File: config.mk
export PLATFORM = sky130hd
export DESIGN_NAME = seq_arb_detector_flat
export DESIGN_NICKNAME = d
export VERILOG_FILES = /design/src/rtl/seq_arb_if.sv /design/src/rtl/seq_arb_detector.sv /design/src/flat_wrapper.sv
export SDC_FILE = /design/constraint.sdc
export NUM_CORES = 1
export LEC_CHECK = 0
export CAP_MARGIN = 15
export CORE_MARGIN = 2
export CORE_UTILIZATION = 52
export DETAILED_ROUTE_END_ITERATION = 6
export GPL_TIMING_DRIVEN = 0
export PLACE_DENSITY = 0.75
export RECOVER_POWER = 25
export SLEW_MARGIN = 15
export SYNTH_ARGS = -nofsm -noshare
export SYNTH_HDL_FRONTEND = slang
export SYNTH_SLANG_ARGS = --single-unit
File: constraint.sdc
create_clock -name clk -period 2.03 [get_ports clk]
set_clock_uncertainty 0.1 [all_clocks]
set_input_delay 0.203 -clock clk [delete_from_list [all_inputs] [get_ports clk]]
set_output_delay 0.203 -clock clk [all_outputs]
set_load 0.01 [all_outputs]
File: src/rtl/seq_arb_if.sv
// seq_arb_if: requester/status bundle for seq_arb_detector.
interface seq_arb_if #(
  parameter int NUM_REQ = 4,
  parameter int CNT_W = 8
);
  localparam int IW = $clog2(NUM_REQ);
  logic [NUM_REQ-1:0] req;
  logic [NUM_REQ-1:0] bit_in;
  logic [NUM_REQ-1:0] gnt;
  logic [IW-1:0] gnt_id;
  logic det_pulse;
  logic done;
  logic aborted;
  logic [CNT_W-1:0] frame_matches;
  modport master (
    output req, bit_in,
    input gnt, gnt_id, det_pulse, done, aborted, frame_matches
  );
  modport slave (
    input req, bit_in,
    output gnt, gnt_id, det_pulse, done, aborted, frame_matches
  );
endinterface

File: src/rtl/seq_arb_detector.sv
// seq_arb_detector: round-robin frame scheduler sharing one non-overlapping "1011" detector.
// Define SEQ_ARB_ABORT_EN to end a frame early when the granted lane drops req.
module seq_arb_detector #(
  parameter int NUM_REQ = 4,
  parameter int FRAME_LEN = 16,
  parameter int CNT_W = 8
) (
  input logic clk,
  input logic rst_n,
  seq_arb_if.slave s
);
  localparam int IW = $clog2(NUM_REQ);
  localparam int BW = $clog2(FRAME_LEN);
  typedef enum logic [1:0] {IDLE, GRANT, GAP} state_t;
  typedef enum logic [1:0] {S0, S1, S10, S101} det_t;
  state_t state, state_nx;
  det_t ds, ds_nx;
  logic [IW-1:0] last_gnt, win, idx, gnt_id;
  logic [BW-1:0] bit_cnt;
  logic [CNT_W-1:0] cnt, cnt_nx, frame_matches;
  logic det_pulse, b, abort, sample, match, fin;
  assign b = s.bit_in[gnt_id];
`ifdef SEQ_ARB_ABORT_EN
  logic ab_r;
  assign abort = state == GRANT && !s.req[gnt_id];
  assign s.aborted = ab_r && state == GAP;
  always_ff @(posedge clk or negedge rst_n) begin
    if (!rst_n) ab_r <= 1'b0;
    else if (state == GRANT) ab_r <= abort;
  end
`else
  assign abort = 1'b0;
  assign s.aborted = 1'b0;
`endif
  assign sample = state == GRANT && !abort;
  assign fin = sample && bit_cnt == BW'(FRAME_LEN - 1);
  assign match = sample && ds == S101 && b;
  assign cnt_nx = match && !(&cnt) ? cnt + 1'b1 : cnt;
  // Non-overlapping: a match returns to S0 rather than a partial-match state.
  always_comb begin
    ds_nx = ds;
    case (ds)
      S0: ds_nx = b ? S1 : S0;
      S1: ds_nx = b ? S1 : S10;
      S10: ds_nx = b ? S101 : S0;
      default: ds_nx = b ? S0 : S10;
    endcase
  end
  // Scan downwards so the nearest requester after last_gnt overwrites the rest.
  always_comb begin
    win = '0;
    idx = '0;
    for (int i = NUM_REQ; i >= 1; i--) begin
      idx = IW'((int'(last_gnt) + i) % NUM_REQ);
      if (s.req[idx]) win = idx;
    end
  end
  always_ff @(posedge clk or negedge rst_n) begin
    if (!rst_n) state <= IDLE;
    else state <= state_nx;
  end
  always_comb begin
    state_nx = state;
    case (state)
      IDLE: state_nx = |s.req ? GRANT : IDLE;
      GRANT: state_nx = abort || fin ? GAP : GRANT;
      default: state_nx = IDLE;
    endcase
  end
  always_ff @(posedge clk or negedge rst_n) begin
    if (!rst_n) begin
      gnt_id <= '0;
      last_gnt <= IW'(NUM_REQ - 1);
      ds <= S0;
      bit_cnt <= '0;
      cnt <= '0;
      frame_matches <= '0;
      det_pulse <= 1'b0;
    end else begin
      det_pulse <= match;
      if (state == IDLE && |s.req) begin
        gnt_id <= win;
        last_gnt <= win;
        ds <= S0;
        bit_cnt <= '0;
        cnt <= '0;
      end
      if (sample) begin
        ds <= ds_nx;
        bit_cnt <= bit_cnt + 1'b1;
        cnt <= cnt_nx;
      end
      if (state == GRANT && (abort || fin)) frame_matches <= cnt_nx;
    end
  end
  assign s.gnt = state == GRANT ? NUM_REQ'(1) << gnt_id : '0;
  assign s.gnt_id = gnt_id;
  assign s.det_pulse = det_pulse;
  assign s.done = state == GAP;
  assign s.frame_matches = frame_matches;
endmodule

File: src/flat_wrapper.sv
// flat-port wrapper written by rule: the top's interface ports become plain ports
module seq_arb_detector_flat 
#(
  parameter int NUM_REQ = 4,
  parameter int FRAME_LEN = 16,
  parameter int CNT_W = 8
)
  (clk, rst_n, s_req, s_bit_in, s_gnt, s_gnt_id, s_det_pulse, s_done, s_aborted, s_frame_matches);
  seq_arb_if #(.NUM_REQ(NUM_REQ), .CNT_W(CNT_W)) s_i ();
  input logic clk;
  input logic rst_n;
  input wire logic [$bits(s_i.req)-1:0] s_req;
  input wire logic [$bits(s_i.bit_in)-1:0] s_bit_in;
  output wire logic [$bits(s_i.gnt)-1:0] s_gnt;
  output wire logic [$bits(s_i.gnt_id)-1:0] s_gnt_id;
  output wire logic [$bits(s_i.det_pulse)-1:0] s_det_pulse;
  output wire logic [$bits(s_i.done)-1:0] s_done;
  output wire logic [$bits(s_i.aborted)-1:0] s_aborted;
  output wire logic [$bits(s_i.frame_matches)-1:0] s_frame_matches;
  assign s_i.req = s_req;
  assign s_i.bit_in = s_bit_in;
  assign s_gnt = s_i.gnt;
  assign s_gnt_id = s_i.gnt_id;
  assign s_det_pulse = s_i.det_pulse;
  assign s_done = s_i.done;
  assign s_aborted = s_i.aborted;
  assign s_frame_matches = s_i.frame_matches;
  seq_arb_detector #(.NUM_REQ(NUM_REQ), .FRAME_LEN(FRAME_LEN), .CNT_W(CNT_W)) u_core (.clk(clk), .rst_n(rst_n), .s(s_i));
endmodule
### Word level (Yosys, flattened, before mapping)

Index checks and enable logic that the tools add are counted.

* flip-flop bits (word level): 29
* bits of input ports: 10
* output and inout port bits: 17
* logic and storage cells: 68

* add/sub/neg operators: 6
* $lt $le $gt $ge: 5
* equal/unequal tests: 6
* shift operators: 1
* mux-type cells: 30
* reduce and logical (&&, ||, !) cells: 12

Operator list (count)
* $mux W8: 3
* $mux W2: 10
* $lt A2 B3 Y1 const B: 5
* $mux W4: 3
* $bmux W1 S2: 5
* $add A8 B1 Y8 const B: 1
* $reduce_and A8 Y1: 1
* $mux W1: 7
* $eq A2 B2 Y1 const B: 3
* $logic_and A1 B1 Y1: 6
* $pmux W2 S3: 1
* $add A2 B1 Y2 const B: 2
* $add A2 B2 Y2 const B: 2
* $add A4 B1 Y4 const B: 1
* $eq A2 B1 Y1 const B: 2
* $eq A4 B4 Y1 const B: 1
* $logic_not A2 Y1: 2
* $pmux W2 S2: 1
* $reduce_or A4 Y1: 1
* $shl A1 B2 Y4 const A: 1
* $reduce_bool A2 Y1: 1
* $logic_not A1 Y1: 1

### Depth between registers and ports, before layout

* depth after elaboration: 7
* gate-level depth with buffers: 7
* mapped depth without buffers: 6

### Worst setup path before layout

Ideal clock, no wire load.

* path kind: flip-flop to flip-flop
* from: register u_core.cnt[0]
* to: register u_core.frame_matches[7] (netlist: u_core.s.frame_matches[7])
* setup time: 0.082 ns
* arrival: 1.687 ns
* required time: 1.848 ns
* path slack: 0.161 ns
* cell stages (with the launch flop): 6
* path buffers: 0
* period minus slack after synthesis: 1.869 ns
* cell sequence: dfrtp_1 > ha_1 > nand3_1 > o2111ai_1 > or4_1 > a31oi_1

* cells in the longest elaborated chain, start to end: 4
* elaborated cells on any way between the ends: 5
* classes of those cells: add/sub: 1; mux: 1; reduce/logical: 3

Ends and longest elaborated chain
* start: declaration: line seq_arb_detector.sv:20 `logic [CNT_W-1:0] cnt, cnt_nx, frame_matches;`
* start signal: assignment: line seq_arb_detector.sv:91 `cnt <= cnt_nx;`
* branches (longest 3 deep; another with $add A8 B1 Y8)
* $mux W8 *: line seq_arb_detector.sv:38 `assign cnt_nx = match && !(&cnt) ? cnt + 1'b1 : cnt;`
* end signal: assignment: line seq_arb_detector.sv:93 `if (state == GRANT && (abort || fin)) frame_matches <= cnt_nx;`
* end: declaration: line seq_arb_detector.sv:20

Mark *: on every way between the ends.
A chain may end at the register's enable or synchronous reset.

### Worst setup path in the final report

* from: register u_core.state[1]
* to: register u_core.frame_matches[2] (netlist: u_core.s.frame_matches[2])

* cells in the longest elaborated chain, start to end: 5
* elaborated cells on any way between the ends: 7
* classes of those cells: eq/ne: 1; mux: 1; reduce/logical: 5

Ends and longest elaborated chain
* start: declaration: line seq_arb_detector.sv:16 `state_t state, state_nx;`
* start signal: assignment: line seq_arb_detector.sv:60 `else state <= state_nx;`
* $eq A2 B1 Y1 *: line seq_arb_detector.sv:35, seq_arb_detector.sv:93
* $logic_and A1 B1 Y1 (2 in series): line seq_arb_detector.sv:37 `assign match = sample && ds == S101 && b;`
* $logic_and A1 B1 Y1: line seq_arb_detector.sv:38
* $mux W8: line seq_arb_detector.sv:38

Every way passes the cells marked *; elsewhere a longest branch is shown, timed or not.

==> out/results.ini <==
[finish]
layout.nets = 229
areaGrowthSynthToFinish_pct = 29.3
drive_gt1_share_pct = 18.3
fillers = 239
antenna_cells = 0

[floorplan]
die_h_um = 60.1
die_w_um = 60.1
rows = 20
start_util_pct = 54.0
core_um2 = 3030
die_area_um2 = 3610
boundaryPins = 27

[cts]
clk_pin_slew_ns = 0.09
clkLatencyLatePin_ns = 0.33
cts_made_buffers = 5
clock_sinks = 29
cts_tree = yes
h-tree-depth = 2
cts_max_path_buffers = 2
clockRootBuffer = clkbuf_4

[sta]
final.setup.tns_ns = 0
max_freq_ghz = 0.505
tightest_slew_ns = 0.721
hold_viol = 0
whs_ns = 0.350
setup_viol_count_final = 0
maxSlewHeadroom_pct = 51.9
timing.final.crit_share_pct = 97.6
fin_crit_ns = 1.98
slew_violations = 0

[synth]
syn_avg_cell_area_um2 = 9.14
synth_warnings = 0
syn_nets = 191
syn_inst = 179
ys.flop_type = dfrtp_1
synth_area_leaders = dfrtp_1 41%, nand2_1 5.5%, a31oi_1 4.2%
synthArstFlopShare_pct = 100
synth_most_common_cell = dfrtp_1
syn_area_um2 = 1640
synth-seq-cells = 29
ys_seq_area_share_pct = 44.5
synth_edf_count = 0
synth_common_cells = 27 x dfrtp_1, 24 x nand2_1, 14 x nor2_1
yosysUniqueCellTypes = 51
synth_top_area_share_pct = 41.3
yosysTopAreaCell = dfrtp_1

[grt]
grt_pass1_vias = 1573
grt_first_pass_wirelength_um = 6770
antenna_found_initial = 0
grtUsageTotal_pct = 25.5
grt_start_max_net_pins = 30
grt-ovfl-total = 0

[route]
wl_per_cell_um = 15.4
drt-vias-per-instance = 5.95
drc_errors = 0
drtAntennaViolNets = 0
wl_um = 4040
drt_iter0_drc = 74
wl_met1_um = 1670
wl_met3_um = 195
vias = 1560
firstDrtPassIters = 4
wl_met2_um = 2080
routed.top_layer = met4

[setup_path]
cp_slowest_cell = dfrtp_2
critPathArrivalTime_ns = 2.13
path_cells = nand3b_1 > buf_4 > a2bb2oi_4 > buf_6 > or4_1 > a31oi_1
ff2ff_setup_slack_ns = 0.05
cp_max_fo = 10
r2r_start = u_core.state[1]
reg2reg_to = u_core.s.frame_matches[2]
start_kind = flip-flop
worst-path-buf-inv = 2
r2r_cells = 6
timing_worst_setup_path_type = reg2reg
max_stage_delay_ns = 0.47
required_ns = 2.18
end_kind = flip-flop
cp_top_family = simple AND/OR/NAND/NOR gates

[power_and_ir_drop]
clkPwrFrac_pct = 12.1
vdd_ir_drop_max_mv = 0.759
power_density_nw_per_um2 = 1330
swShare_pct = 40.9
share_comb_of_total_power_pct = 53.8
p_int_mw = 1.66
switchingPower_mw = 1.15
power_frac_seq_pct = 34.1
p_leak_nw = 0.901

[placement]
io_buffer_count = 25
place_hpwl_um = 2770
routabilityCongestion = 0.798

[worst_hold_path]
min_path_type = in2async

[status]
status = completed

[job]
drv_cap = 0

==> logic make-up after synthesis <==
kind of cell / share of synthesized area, %
other cells: 0.229
compound gates: 22.9
buf+inv: 5.20
fa+ha+maj: 1.53
simple gates: 24.4
flops: 44.5
mux: 1.30
==> layout make-up <==
cell class              count  area [um2]  area share (%)
clock inverters             2        10.0           0.473
repair buffers             31         295            14.0
multi-input cells         136         885            41.8
flip-flops and latches     29         732            34.6
plain buffers               9        78.8            3.73
inverters                   5        18.8           0.887
clock buffers               6        41.3            1.95
well taps                  44        55.1            2.60
==> layer usage <==
metal / global-route usage, % / vias up
met1: 29.5 / 756
met5: 0 / -
met4: 12.1 / 0
met3: 7.14 / 8
met2: 43.2 / 52
li1: - / 744
==> placed cells by master, fill, tap and decap left out, types with 3 or more instances in the layout <==
cell             instances
nand2_1                 24
a31oi_1                 11
clkdlybuf4s50_1         20
nor2_1                  13
buf_4                    7
o21ai_0                  9
clkbuf_4                 6
nor3_1                   4
dfrtp_2                  3
o21ai_1                  4
inv_1                    4
nand4_1                  3
dfrtp_1                 24
and2_1                   3
nand3_1                  6
buf_6                    3
o211ai_1                 4
o31ai_1                  6
or4_1                    4
==> registers in the layout, indices dropped and copies added, names as in the netlist <==
name	flops
u_core.ds	2
u_core.s.gnt_id	2
u_core.last_gnt	2
u_core.s.frame_matches	8
u_core.s.det_pulse	1
u_core.cnt	8
u_core.state	2
u_core.bit_cnt	4
==> power groups by stage <==
stage / clock network, mW / logic (mW) / registers (mW)
after floorplan: 0 / 0.807 / 0.975
after CTS: 0.348 / 1.43 / 0.954
final: 0.339 / 1.51 / 0.960
after detailed placement: 0 / 1.34 / 0.970
after global routing: 0.377 / 1.69 / 0.989
after global placement: 0 / 1.31 / 0.953
==> how the worst max path moves through the flow <==
stage,start,end,slack (ns),cells past startpoint
after floorplan,u_core.cnt[0],u_core.s.frame_matches[7],0.16,5
after global placement,u_core.state[0],s_gnt[3],-0.15,5
after detailed placement,s_req[1],u_core.last_gnt[0],-0.17,6
after CTS,u_core.state[1],s_gnt[1],0.006,3
after global routing,u_core.state[1],u_core.s.frame_matches[2],-0.02,6
final,u_core.state[1],u_core.s.frame_matches[2],0.05,6
==> through the flow <==
stage | power (mW) | util [%] | instance area [um2] | instances | setup slack [ns]
floorplan | 1.78 | - | 1640 | 179 | 0.161
global placement | 2.26 | 64.1 | 1940 | 248 | -0.149
detailed placement | 2.31 | 64.0 | 1940 | 248 | -0.165
CTS | 2.73 | 68.0 | 2060 | 260 | 0.00631
global route | 3.05 | 69.9 | 2120 | 262 | -0.0170
finish | 2.81 | 69.9 | 2120 | 262 | 0.0493
==> repair_timing <==
item | 4_1_cts | 5_1_grt
gates resized for setup | 13 | 11
setup buffers | 3 | 2
endpoints found under the setup margin | 5 | 9
hold endpoints to repair | 27 | 0
pin swaps | 0 | 1
hold buffers | 1 | 0
Power figures use the tool's default switching activity.
